==> src/rtl/runner_pkg.sv <==
// Shared types and screen constants for the frame writer.
package runner_pkg;

  typedef enum logic [2:0] {
    RESTART,
    PAINT,
    DRAIN,
    WAIT_VSYNC,
    SWAP
  } fw_state_t;

  localparam int         SCREEN_W            = 800;
  localparam int         SCREEN_H            = 480;
  localparam logic [2:0] PALETTE_TRANSPARENT = 3'd7;

endpackage

==> src/rtl/frame_writer_pixel_addr_pipe.sv <==
// Two-stage pixel filter and framebuffer address pipeline.
// Stage 1 registers the pixel and its keep decision; stage 2 issues the write.
module pixel_addr_pipe #(
  parameter int         COOR_WIDTH  = 12,
  parameter int         H_ACTIVE    = 800,
  parameter int         V_ACTIVE    = 480,
  parameter logic [2:0] TRANSPARENT = 3'd7,
  parameter int         PIX_WIDTH   = 19
) (
  input  logic                  i_clk,
  input  logic                  i_rst,
  input  logic                  i_valid,
  input  logic [COOR_WIDTH-1:0] i_x,
  input  logic [COOR_WIDTH-1:0] i_y,
  input  logic [2:0]            i_palette,
  input  logic                  i_bank,
  output logic                  o_we,
  output logic [PIX_WIDTH:0]    o_addr,
  output logic [2:0]            o_data
);

  localparam logic [COOR_WIDTH-1:0] X_LIM = COOR_WIDTH'(H_ACTIVE);
  localparam logic [COOR_WIDTH-1:0] Y_LIM = COOR_WIDTH'(V_ACTIVE);
  localparam logic [PIX_WIDTH-1:0]  LINE  = PIX_WIDTH'(H_ACTIVE);

  logic                  r_keep;
  logic [COOR_WIDTH-1:0] r_x;
  logic [COOR_WIDTH-1:0] r_y;
  logic [2:0]            r_pal;
  logic                  r_we;
  logic [PIX_WIDTH:0]    r_addr;
  logic [2:0]            r_data;
  logic [PIX_WIDTH-1:0]  w_index;

  always_ff @(posedge i_clk) begin
    if (i_rst) begin
      r_keep <= 1'b0;
      r_x    <= '0;
      r_y    <= '0;
      r_pal  <= '0;
    end else begin
      r_keep <= i_valid && (i_x < X_LIM) && (i_y < Y_LIM) && (i_palette != TRANSPARENT);
      r_x    <= i_x;
      r_y    <= i_y;
      r_pal  <= i_palette;
    end
  end

  // Only kept pixels reach here meaningfully, so the index never needs more than PIX_WIDTH bits.
  always_comb begin
    w_index = PIX_WIDTH'(r_y) * LINE + PIX_WIDTH'(r_x);
  end

  always_ff @(posedge i_clk) begin
    if (i_rst) begin
      r_we   <= 1'b0;
      r_addr <= '0;
      r_data <= '0;
    end else begin
      r_we <= r_keep;
      if (r_keep) begin
        r_addr <= {i_bank, w_index};
        r_data <= r_pal;
      end
    end
  end

  assign o_we   = r_we;
  assign o_addr = r_addr;
  assign o_data = r_data;

endmodule

==> src/rtl/frame_writer.sv <==
// Writes painter output into the back framebuffer bank and swaps banks on the
// first vsync after a frame is fully painted and drained.
module frame_writer
  import runner_pkg::*;
#(
  parameter int         COOR_WIDTH  = 12,
  parameter int         H_ACTIVE    = SCREEN_W,
  parameter int         V_ACTIVE    = SCREEN_H,
  parameter logic [2:0] TRANSPARENT = PALETTE_TRANSPARENT,
  parameter int         PIX_WIDTH   = $clog2(H_ACTIVE * V_ACTIVE)
) (
  input  logic                  clk_33m,
  input  logic                  rst,
  input  logic                  paint_valid,
  input  logic [COOR_WIDTH-1:0] paint_x,
  input  logic [COOR_WIDTH-1:0] paint_y,
  input  logic [2:0]            paint_palette,
  input  logic                  paint_finished,
  input  logic                  vsync,
  output logic                  painter_rst,
  output logic                  mem_we,
  output logic [PIX_WIDTH:0]    mem_addr,
  output logic [2:0]            mem_data,
  output logic                  display_bank,
  output logic                  frame_dropped
);

  fw_state_t             r_state;
  logic                  r_painter_rst;
  logic                  r_bank;
  logic                  r_drop;
  logic                  r_drain_cnt;
  logic                  r_first;
  logic                  w_painting;
  logic                  w_valid;
  logic [COOR_WIDTH-1:0] w_x;
  logic [COOR_WIDTH-1:0] w_y;
  logic [2:0]            w_pal;

  always_comb begin
    w_painting = (r_state == PAINT);
    w_valid    = paint_valid && w_painting;
    w_x        = w_painting ? paint_x : '0;
    w_y        = w_painting ? paint_y : '0;
    w_pal      = w_painting ? paint_palette : '0;
  end

  // r_first masks a stale finished flag on the first PAINT cycle after a painter reset.
  always_ff @(posedge clk_33m) begin
    if (rst) begin
      r_state       <= RESTART;
      r_painter_rst <= 1'b1;
      r_bank        <= 1'b0;
      r_drop        <= 1'b0;
      r_drain_cnt   <= 1'b0;
      r_first       <= 1'b1;
    end else begin
      r_drop <= 1'b0;
      case (r_state)
        RESTART: begin
          r_state       <= PAINT;
          r_painter_rst <= 1'b0;
          r_first       <= 1'b1;
          if (vsync) r_drop <= 1'b1;
        end
        PAINT: begin
          r_first <= 1'b0;
          if (vsync) r_drop <= 1'b1;
          if (paint_finished && !r_first) begin
            r_state     <= DRAIN;
            r_drain_cnt <= 1'b0;
          end
        end
        DRAIN: begin
          if (vsync) r_drop <= 1'b1;
          r_drain_cnt <= ~r_drain_cnt;
          if (r_drain_cnt) r_state <= WAIT_VSYNC;
        end
        WAIT_VSYNC: begin
          if (vsync) begin
            r_state <= SWAP;
            r_bank  <= ~r_bank;
          end
        end
        SWAP: begin
          r_state       <= RESTART;
          r_painter_rst <= 1'b1;
        end
        default: begin
          r_state       <= RESTART;
          r_painter_rst <= 1'b1;
        end
      endcase
    end
  end

  pixel_addr_pipe #(
    .COOR_WIDTH (COOR_WIDTH),
    .H_ACTIVE   (H_ACTIVE),
    .V_ACTIVE   (V_ACTIVE),
    .TRANSPARENT(TRANSPARENT),
    .PIX_WIDTH  (PIX_WIDTH)
  ) u_pipe (
    .i_clk    (clk_33m),
    .i_rst    (rst),
    .i_valid  (w_valid),
    .i_x      (w_x),
    .i_y      (w_y),
    .i_palette(w_pal),
    .i_bank   (~r_bank),
    .o_we     (mem_we),
    .o_addr   (mem_addr),
    .o_data   (mem_data)
  );

  assign painter_rst   = r_painter_rst;
  assign display_bank  = r_bank;
  assign frame_dropped = r_drop;

endmodule

==> config.mk <==
export PLATFORM = sky130hd
export DESIGN_NAME = frame_writer
export DESIGN_NICKNAME = d
export VERILOG_FILES = /design/src/rtl/runner_pkg.sv /design/src/rtl/frame_writer_pixel_addr_pipe.sv /design/src/rtl/frame_writer.sv
export SDC_FILE = /design/constraint.sdc
export NUM_CORES = 1
export LEC_CHECK = 0
export ABC_AREA = 1
export CAP_MARGIN = 20
export CORE_UTILIZATION = 57
export DETAILED_ROUTE_END_ITERATION = 10
export GPL_TIMING_DRIVEN = 0
export PLACE_DENSITY = 0.94
export SETUP_SLACK_MARGIN = 0.3
export SYNTH_ARGS = -nofsm -noshare
export SYNTH_HDL_FRONTEND = slang
export SYNTH_SLANG_ARGS = --single-unit
==> constraint.sdc <==
create_clock -name clk_33m -period 9.4 [get_ports clk_33m]
set_input_delay 1.88 -clock clk_33m [delete_from_list [all_inputs] [get_ports clk_33m]]
set_output_delay 1.88 -clock clk_33m [all_outputs]
set_load 0.005 [all_outputs]
After elaboration in Yosys (flattened, before gate mapping)
Index checks and enable logic that the tools add are counted.
{"block": "op_classes", "n_addsub": 1, "n_mul": 1, "magnitude_cmp": 2, "n_eq_ne": 7, "muxes": 12, "bitwise": 3, "reduce_logical": 15}
{"cell": "$mux W12", "n": 2}
{"cell": "$add A19 B12 Y19", "n": 1}
{"cell": "$mul A12 B5 Y14 const B", "n": 1}
{"cell": "$lt A12 B10 Y1 const B", "n": 1}
{"cell": "$lt A12 B9 Y1 const B", "n": 1}
{"cell": "$mux W3", "n": 4}
{"cell": "$pmux W3 S4", "n": 1}
{"cell": "$eq A3 B2 Y1 const B", "n": 2}
{"cell": "$pmux W1 S2", "n": 3}
{"cell": "$reduce_or A3 Y1", "n": 2}
{"cell": "$logic_and A1 B1 Y1", "n": 5}
{"cell": "$ne A2 B2 Y1 const B", "n": 2}
{"cell": "$reduce_and A2 Y1", "n": 2}
{"cell": "$reduce_bool A2 Y1", "n": 2}
{"cell": "$eq A3 B1 Y1 const B", "n": 1}
{"cell": "$logic_not A3 Y1", "n": 1}
{"cell": "$ne A3 B3 Y1 const B", "n": 1}
{"cell": "$not A1 Y1", "n": 3}
{"cell": "$reduce_and A3 Y1", "n": 1}
{"cell": "$mux W1", "n": 2}
{"cell": "$ne A2 B1 Y1 const B", "n": 1}
{"cell": "$reduce_or A2 Y1", "n": 1}
{"cell": "$logic_not A1 Y1", "n": 1}
{"block": "word_totals", "reg_bits": 60, "output_inout_bits": 27}

Logic depth before layout (Yosys ltp)
{"block": "logic_depth", "word_depth": 6, "ltp_mapped": 20}

Modules after synthesis
A second synthesis with hierarchy kept.
{"block": "hier_totals", "cells_unflattened": 528, "area_unflattened_um2": 3753.6}
{"module": "pixel_addr_pipe", "instances": 1, "cells_per_inst": 421, "area_per_inst_um2": 3094.2, "seq_area_each_um2": 1041.0}
{"module": "frame_writer", "instances": 1, "cells_per_inst": 107, "area_per_inst_um2": 659.4, "seq_area_each_um2": 160.2}

Worst setup path before layout
No wires, ideal clock.
{"block": "synth_timing", "path_kind": "reg-to-reg", "start": "register u_pipe.r_y[2]", "end": "register u_pipe.r_addr[18] (netlist: u_pipe.o_addr[18])", "setup_time_ps": 109, "arrival_time_ps": 3005, "required_time_ps": 9291, "setup_slack_ps": 6286, "path_stages_with_launch": 18, "synth_period_minus_slack_ps": 3114, "cell_sequence": "dfxtp_1 -> ha_1 -> ha_1 -> fa_1 -> ha_1 -> xor2_1 -> ha_1 -> nand2_1 -> nor2_1 -> nand2_1 -> nand3_1 -> nand3_2 -> nor2_4 -> nand2_1 -> nand2_1 -> nand3_1 -> nand2_1 -> inv_1"}
{"block": "synth_between", "elab_chain_len": 2}
{"element": "start, declared", "line_no": "frame_writer_pixel_addr_pipe.sv:28", "text": "logic [COOR_WIDTH-1:0] r_y;"}
{"element": "start signal, assigned", "line_no": "frame_writer_pixel_addr_pipe.sv:44", "text": "r_y <= i_y;"}
{"element": "$mul A12 B5 Y14", "line_no": "frame_writer_pixel_addr_pipe.sv:51", "text": "w_index = PIX_WIDTH'(r_y) * LINE + PIX_WIDTH'(r_x);"}
{"element": "$add A19 B12 Y19", "line_no": "frame_writer_pixel_addr_pipe.sv:51"}
{"element": "end signal, assigned", "line_no": "frame_writer_pixel_addr_pipe.sv:62", "text": "r_addr <= {i_bank, w_index};"}
{"element": "end, declared", "line_no": "frame_writer_pixel_addr_pipe.sv:31", "text": "logic [PIX_WIDTH:0] r_addr;"}
Every way passes these cells.
A chain may end at the register's enable or synchronous reset.

Worst setup path after layout
Same ends and word-level chain as after synthesis.

==> summary.txt <==
Routing
  – Initial drt markers: 164
  – DRC Markers: 0
  – DRT antenna net count: 0
  – Drt wl/cell: 13.9 um
  – Drt pass-1 iters: 5
  – Drt total wl: 8500 um
  – DR vias: ~3300
  – Vias per cell: ~5.3

Power
  – P_leak: 2.23 nW
  – Pwr Total: 593 uW
  – Peak supply drop: 0.135 mV
  – Pwr/cell area: 139 nW/um^2

Logic synthesis
  – Mapped Nets: 544
  – Yosys Warn Count: 0
  – Area contributors post-synth: dfxtp_1 35%, ha_1 14%, inv_1 9.8%
  – Mean Syn Cell Area: 7.33 um^2
  – Number of flops mapped to enable cells by yosys: 0
  – Seq cells post-synth: 60
  – Syn Inst Count: 467
  – Cell taking the most area after synthesis: dfxtp_1
  – Top_reg_cell synth: dfxtp_1
  – Distinct cells, synth: 29
  – Sequential area share after synthesis: 0.351
  – Asr flop ratio synth: 0
  – Mapped Area: approximately 3400 um^2
  – Top cell type's share of synthesized area: 0.351

Floorplan
  – Die height: 79.5 um
  – Core Area: 5640 um^2
  – Die ar.: around 6300 um^2
  – Initial Util: 0.607
  – Die Wd: 79.5 um
  – # rows: 27
  – IO Count: 59

Clocking
  – Clock slew at reported path FFs: 70 ps
  – Root Buffer: clkbuf_8
  – CTS tree: yes
  – CTS Buf Count: 9
  – Post-CTS setup buffer count: 0
  – # H-tree levels: 3
  – Worst skew pair latency: 350 ps
  – Clk buf depth: 2
  – CTS Hold Buffers Added: 0
  – Post_cts resized: 0
  – Clock sinks: 60

Critical path
  – CP max FO: 5
  – FF-to-FF path depth: 17
  – Reg2Reg Setup Slack: 5920 ps
  – WP data required: 9650 ps
  – Crit. End Element: flip-flop
  – Worst setup startpoint: u_pipe.r_y[2]
  – Reg-to-Reg End: u_pipe.o_addr[18]
  – CP endpoint: u_pipe.o_addr[18]
  – Worst EP arrival: 3730 ps
  – Kind of critical path: flip-flop to flip-flop
  – Startpoint types: flip-flop
  – R2R Path Start: u_pipe.r_y[2]

Final layout
  – Nets: 612
  – Layout cells sized above 1: 0.0463
  – Antenna Diode Count: 0
  – Syn-to-layout area delta: 24.9%

Worst hold path
  – Worst Hold Class: flip-flop to flip-flop
  – Hold path depth: 2

Timing
  – Setup_tns: 0 ps
  – Rel. slew slack: 0.631
  – Setup Viol. Count Final: 0
  – Worst clock skew: roughly 9.8 ps
  – Worst-margin pin slew: roughly 550 ps
  – Final Hold Vio Count: 0
  – Fin crit share: 0.371
  – Tmin final: roughly 3500 ps
  – RSZ-0062 raised after global routing: no
  – Hold WS: 469 ps
  – Final Max Tran Viols: 0
  – FMAX: 0.287 GHz

Placement
  – DPL Wire Length: 6310 um
  – Port bufs: 57
  – Placer Congestion: ~0.92

Run
  – Max-cap violations: 0

GRT
  – Global route total overflow: 0
  – Total GRT Usage: 0.291
  – GRT met1 Usage: 0.313
  – Vias in the first global route: 3250
  – GRT met3 Usage: 0.0731
  – Pin count of the biggest net entering global routing: 12
  – Initial antenna violation count: 0
  – First-pass GRT wire length: approximately 14000 um
  – Layer with the highest usage: met2
  – Met2 global-route usage: 0.515

Status
  – Status: finished, final reports clean
## sequential cells by signal, indices dropped and copies added, names as in the netlist, 3 cells and up
name,cells
u_pipe.o_addr,20
u_pipe.r_x,12
u_pipe.r_y,12
r_state,3
u_pipe.o_data,3
u_pipe.r_pal,3
## stage by stage
step           cells  instance area, um^2  setup WS, ps  utilization
6_report         612                 4270          5920        0.758
5_1_grt          612                 4270          5740        0.758
4_1_cts          612                 4270          5930        0.758
3_5_place_dp     596                 4080          5980        0.724
3_3_place_gp     596                 4080          6120        0.724
2_1_floorplan    467                 3420          6290            -
## layout make-up
class                   count  area (um^2)
inverters                  90          338
fillers                   354         1370
plain buffers              10         42.5
multi-input cells         307         1840
well taps                  72         90.1
flip-flops and latches     60         1200
clock inverters             6         63.8
repair buffers             57          571
clock buffers              10          128
## power by group
part / leakage, nW / switching (mW) / internal, mW
sequential: 0.488 / 0.00484 / 0.261
clock: 0.0927 / 0.106 / 0.122
combinational: 1.65 / 0.0563 / 0.0419
total: 2.23 / 0.167 / 0.426
## logic make-up after synthesis
| group | after synthesis | share of synthesized area |
|---|---|---|
| adders and majority gates | 45 | 0.182 |
| DFF | 60 | 0.351 |
| AOI/OAI and AO/OA | 49 | 0.0782 |
| buffers and inverters | 100 | 0.111 |
| xor gates and xnor gates | 13 | 0.0377 |
| and+or+nand+nor | 200 | 0.240 |
## synth_stat cells, types with 2 or more instances
library cell and instances:
nand2_1 80, dfxtp_1 60, nor2_1 83, o211ai_1 3
inv_1 89, nand3_1 23, ha_1 37, nand4_1 4
nor3_1 5, a21oi_1 13, xor2_1 5, xnor2_1 6
clkbuf_1 8, fa_1 8, a31oi_1 3, o21bai_1 2
o21ai_0 26
## critical path, stage by stage (launching register included)
cell and delay (ps):
dfxtp_1 340, ha_1 300, ha_1 330, fa_1 480
ha_1 370, xor2_1 190, ha_1 380, nand2_1 90
nor2_1 110, nand2_1 70, nand3_1 130, nand3_2 150
nor2_4 150, nand2_1 50, nand2_1 60, nand3_1 90
nand2_1 70, inv_1 30
## per-layer routing
metal / wire length [um] / vias to the layer above / share of wire
met4: 331 / 0 / 0.039
met2: 4280 / 138 / 0.50
met3: 490 / 36 / 0.058
met5: 0 / - / 0
li1: - / 1583 / -
met1: 3400 / 1508 / 0.40
## how the worst min path moves through the flow
stage / start / to / slack (ps)
5_1_grt: u_pipe.r_x[1] / u_pipe.o_addr[1] / 490
3_3_place_gp: u_pipe.r_x[0] / u_pipe.o_addr[0] / 430
3_5_place_dp: u_pipe.r_x[0] / u_pipe.o_addr[0] / 450
4_1_cts: u_pipe.r_pal[1] / u_pipe.o_data[1] / 460
2_1_floorplan: u_pipe.r_x[0] / u_pipe.o_addr[0] / 430
6_report: u_pipe.r_pal[1] / u_pipe.o_data[1] / 470
## cell usage in the layout (no fill, tap or decap)
cell	n
nand4_1	4
xnor2_2	1
xor2_1	5
nor2_1	83
o41ai_1	1
clkinv_2	2
nand2_2	1
xor2_2	1
o21bai_1	2
xnor2_1	6
inv_6	1
clkbuf_1	9
clkdlybuf4s50_1	57
nor2_4	1
inv_2	1
clkinvlp_4	2
o21ai_0	26
a31oi_1	3
o211ai_1	3
nand3_2	1
a21oi_1	13
clkbuf_8	9
dfxtp_1	60
nor3_2	1
buf_2	1
ha_1	37
inv_1	89
nand2_1	80
nand3_1	23
bufinv_16	1
nor3_1	5
or2_2	1
buf_4	1
o21a_1	1
fa_1	8
Note: power is estimated with default switching activity, not from simulation.
